<file path="src/rtl/reg_file_sb.sv">
// 8 x 16-bit register file with a pending-write scoreboard, write bypass on
// both read ports, and a dedicated PC (R7) output and update port.
module reg_file_sb #(
  parameter int WIDTH = 16,
  parameter int NREG  = 8,
  parameter int AW    = 3
) (
  input  logic             clk,
  input  logic             reset,
  input  logic [AW-1:0]    rd_addr_a,
  output logic [WIDTH-1:0] rd_data_a,
  output logic             rd_busy_a,
  input  logic [AW-1:0]    rd_addr_b,
  output logic [WIDTH-1:0] rd_data_b,
  output logic             rd_busy_b,
  input  logic             claim_n,
  input  logic [AW-1:0]    claim_addr,
  input  logic             wr_n,
  input  logic [AW-1:0]    wr_addr,
  input  logic [WIDTH-1:0] wr_data,
  input  logic             pc_wr_n,
  input  logic [WIDTH-1:0] pc_in,
  output logic [WIDTH-1:0] pc_out,
  output logic             stall,
  output logic [AW:0]      pending_cnt
);

  localparam logic [AW-1:0] PC_IDX = AW'(NREG - 1);

  logic [WIDTH-1:0] regs [NREG];
  logic [NREG-1:0]  busy;
  logic [NREG-1:0]  busy_next;
  logic [AW:0]      busy_next_cnt;
  logic             hit_a, hit_b, hit_claim, waw;

  assign hit_a     = !wr_n && (wr_addr == rd_addr_a);
  assign hit_b     = !wr_n && (wr_addr == rd_addr_b);
  assign hit_claim = !wr_n && (wr_addr == claim_addr);

  // Writeback bypass first, then a pending PC update for R7, then storage.
  assign rd_data_a = hit_a ? wr_data :
                     ((rd_addr_a == PC_IDX) && !pc_wr_n) ? pc_in : regs[rd_addr_a];
  assign rd_data_b = hit_b ? wr_data :
                     ((rd_addr_b == PC_IDX) && !pc_wr_n) ? pc_in : regs[rd_addr_b];

  // A writeback landing this cycle resolves both RAW and WAW hazards.
  assign rd_busy_a = busy[rd_addr_a] && !hit_a;
  assign rd_busy_b = busy[rd_addr_b] && !hit_b;
  assign waw       = !claim_n && busy[claim_addr] && !hit_claim;
  assign stall     = rd_busy_a || rd_busy_b || waw;

  assign pc_out = regs[PC_IDX];

  // NOTE: every variable assigned in always_comb gets a default first, so no
  // path can leave it holding its old value and infer a latch.
  always_comb begin
    busy_next     = busy;
    busy_next_cnt = '0;
    if (!wr_n)
      busy_next[wr_addr] = 1'b0;
    // Ordered after the clear so a same-cycle claim to the same address wins.
    if (!claim_n && !stall)
      busy_next[claim_addr] = 1'b1;
    for (int i = 0; i < NREG; i++)
      busy_next_cnt = busy_next_cnt + (AW+1)'(busy_next[i]);
  end

  // NOTE: sequential state uses non-blocking assignments so every register
  // samples pre-edge values regardless of statement order.
  always_ff @(posedge clk) begin
    if (!reset) begin
      // NOTE: the register array is cleared on reset because software expects
      // every register (including R0 and the PC) to read zero afterwards.
      for (int i = 0; i < NREG; i++)
        regs[i] <= '0;
      busy        <= '0;
      pending_cnt <= '0;
    end else begin
      if (!pc_wr_n)
        regs[PC_IDX] <= pc_in;
      // Later assignment overrides the PC update when writeback also targets R7.
      if (!wr_n)
        regs[wr_addr] <= wr_data;
      busy        <= busy_next;
      pending_cnt <= busy_next_cnt;
    end
  end

endmodule
</file>
<file path="config.mk">
export PLATFORM = sky130hd
export DESIGN_NAME = reg_file_sb
export DESIGN_NICKNAME = d
export VERILOG_FILES = /design/src/rtl/reg_file_sb.sv
export SDC_FILE = /design/constraint.sdc
export NUM_CORES = 1
export LEC_CHECK = 0
export ABC_AREA = 1
export BUFFER_PORTS_ARGS = -buffer_cell sky130_fd_sc_hd__buf_2
export CAP_MARGIN = 5
export CORE_UTILIZATION = 59
export CTS_CLUSTER_DIAMETER = 60
export CTS_CLUSTER_SIZE = 24
export DETAILED_ROUTE_END_ITERATION = 8
export PLACE_DENSITY = 0.8
export SLEW_MARGIN = 20
export SYNTH_ARGS = -nofsm -noshare
export SYNTH_HDL_FRONTEND = slang
export SYNTH_SLANG_ARGS = --single-unit
export TNS_END_PERCENT = 100
</file>
<file path="constraint.sdc">
create_clock -name clk -period 5 [get_ports clk]
set_clock_uncertainty 0.1 [all_clocks]
set_input_delay 0.5 -clock clk [delete_from_list [all_inputs] [get_ports clk]]
set_output_delay 0.5 -clock clk [all_outputs]
set_load 0.03 [all_outputs]
</file>
==> run_results.csv <==
group,metric,value,unit
timing,slew_viol_final,0,
drt,drc,1,
layout,syn_to_final_growth,12.97,%
yosys,synth_cell_types,36,
drt,wire_per_inst,20.33,um
layout,multi_input_area,0.003745,mm2
yosys,synth_area,0.008548,mm2
placement,dp_hpwl,17800,um
clock_tree,cts-root-buf,"clkbuf_16",
layout,drive_gt1_share,14.95,%
layout,fin_cells,1337,
yosys,avgSynthCellArea,7.893,um2
clock_tree,clock_latency,0.43,ns
worst_setup_path,worstPathMaxFanout,17,
clock_tree,cts_resized,0,
yosys,synth_top_area_share,44.96,%
worst_setup_path,endpoint_kind,"register",
drt,drt-initial-drc-count,1479,
timing,fin_crit_sh,83.33,%
placement,gp_congestion,0.9322,
drt,vias_per_cell,6.479,
timing,finalSetupTns,0,ns
layout,num-fill-cells,1121,
layout,antennaDiodeCount,0,
drt,drt_pass1_iterations,9,
yosys,syn_nets,1139,
yosys,ys_seq_area_share,47.78,%
power_and_ir_drop,power_density,354.6,mW/mm2
layout,fin_util,69.03,%
yosys,synth_xor_area_share,0.2049,%
floorplan,num_rows,43,
timing,hold_violations,0,
yosys,ys_async_sr_fraction,0,%
run_status,status,"complete, but fails checks",
timing,fin_crit,4.166,ns
timing,holdWs,0.3419,ns
global_route,grt_max_degree,69,
global_route,grt_antenna_before_repair,0,
clock_tree,cts_hold_buf,0,
global_route,gr-usage-all-layers,37.11,%
power_and_ir_drop,vdd_drop_max,0.3021,mV
drt,vias,8663,
floorplan,initial_core_util,61.11,%
yosys,synth_common_cells,"nor2_1, nand2_1, edfxtp_1",
worst_setup_path,cp-start-kind,"input pin",
yosys,synth-edff-count,128,
timing,worst_slack,0.8335,ns
floorplan,die_area,0.01497,mm2
worst_setup_path,critical_path_class,"input pin to register",
drt,ant_nets,0,
global_route,grt_overflow,0,
timing,fmax,240.0,MHz
layout,area.sequential,0.004084,mm2
run,drv_cap,0,
yosys,synth_compound_area_share,19.83,%
clock_tree,clockBufferDepth,2,
yosys,synthFlopType,"edfxtp_1",
placement,dp.cells,1305,
clock_tree,clkTransAtPathRegs,0.06,ns
yosys,synthesis.instances,1083,
worst_setup_path,worst_ep_arrival_time,4.38,ns
hold_path,min_path_type,"input pin to register",
yosys,synth_top_family_by_area,"simple AND/OR/NAND/NOR gates",
layout,num-nets-final,1200,
yosys,yosys.area_share.simple,22.28,%
global_route,grt_first_pass_wirelength,41140,um
clock_tree,cts_num_sinks,140,
timing,rsz0062_at_grt,"false",
placement,port_buffers,103,
clock_tree,cts_setup_buffers,0,
timing,tightest_slew,1.087,ns
clock_tree,cts_tree,"built",
power_and_ir_drop,power_leakage,3.965,nW
floorplan,fp.coreArea,0.01399,mm2
clock_tree,cts_made_buffers,17,
timing,setup_viol,0,
global_route,grt_pass1_vias,7724,
floorplan,die_x,122.4,um
run_status,failed_checks,"design-rule violations",
yosys,synth_fa_ha_area_share,1.376,%
drt,wl,27180,um
yosys,yosys.cell_count.top_type,"nor2_1",
timing,relSlewSlack,27.35,%
yosys,yosysWarnings,0,
floorplan,fp.dieH,122.4,um
yosys,muxShareOfSynthArea,0.1171,%
yosys,synth_top_cell_by_area,"edfxtp_1",
worst_setup_path,worst_ep_required_time,5.22,ns
yosys,ys_seq_elements,140,
floorplan,pin_count,104,
placement,pre_cts_ws,0.4916,ns
clock_tree,cts-htree-levels,4,
yosys,synth_area_leaders,"edfxtp_1, nor2_1, o21ai_0, nand2_1, o22ai_1",
-- layout by cell type, fill, tap and decap left out, drive strengths merged --
cell / count
a31oi: 15
mux2i: 1
xnor2: 1
a21oi: 25
o211ai: 44
inv: 74
clkbuf: 20
nor3: 7
o22ai: 59
o221ai: 1
xor2: 1
nand2: 138
o31ai: 1
a32o: 1
dfxtp: 12
nor2: 266
edfxtp: 128
buf: 122
clkinv: 20
o21ai: 150
bufinv: 4
nand3: 46
clkinvlp: 3
ha: 3
fa: 4
nand4: 11
-- flip-flops by register name (all words and copies together), names as in the netlist --
name	flops
regs	128
busy	8
pending_cnt	4
-- routing by layer --
| metal | vias to the layer above | global-route usage (%) | part of all wire (%) |
|---|---|---|---|
| li1 | 3861 | - | - |
| met1 | 3907 | 49.20 | 37 |
| met2 | 806 | 56.14 | 45 |
| met3 | 89 | 11.34 | 15 |
| met4 | 0 | 16.16 | 2.9 |
| met5 | - | 0 | 0 |
-- report_power, final --
group	internal [mW]	switching, mW
clock	0.830	0.491
combinational	0.197	0.497
sequential	1.37	0.0447
-- layout make-up --
| type | count | share of cell area (%) |
|---|---|---|
| Clock buffer | 20 | 4.522 |
| Multi-Input combinational cell | 774 | 38.78 |
| Inverter | 89 | 3.485 |
| Sequential cell | 140 | 42.29 |
| Tap cell | 180 | 2.332 |
| Clock inverter | 12 | 1.775 |
| Timing Repair Buffer | 122 | 6.815 |
-- path summary, 6_finish.rpt --
check                           cells past startpoint          from             end  slack (ns)
worst max-delay path                               22  rd_addr_a[1]  pending_cnt[2]        0.83
worst min register to register                      2       busy[3]         busy[3]        0.45
worst max register to register                     20       busy[7]  pending_cnt[2]        1.07
worst min-delay path                                3     pc_in[13]     regs[7][13]        0.34
-- kinds of logic (layout without fill, tap and decap cells) --
family / Yosys count / count (layout)
adder cells (fa/ha/maj): 7 / 7
AO/OA/AOI/OAI: 296 / 296
buffers and inverters: 169 / 243
flip-flops: 140 / 140
multiplexers: 1 / 1
XOR/XNOR: 2 / 2
AND/OR/NAND/NOR: 468 / 468
-- stage by stage --
step | area, um2 | total power [mW]
after CTS | 9657 | 3.405
after global routing | 9657 | 3.531
after floorplan | 8548 | 1.894
after detailed placement | 9049 | 2.104
after global placement | 9049 | 2.094
final | 9657 | 3.424
-- critical path: stages --
cell and delay (ns):
buf_2 0.35, inv_2 0.23, nand2_1 0.10, nand2_1 0.05
nor2_1 0.14, nand2_2 0.08, nand3_2 0.12, nand2_2 0.08
inv_4 0.10, nand4_1 0.08, nand2_1 0.10, inv_1 0.05
fa_1 0.50, inv_1 0.06, fa_1 0.50, fa_1 0.41
inv_1 0.07, ha_1 0.16, inv_1 0.06, fa_1 0.43
xor2_1 0.15, nor2_1 0.05
Power figures use the tool's default switching activity.
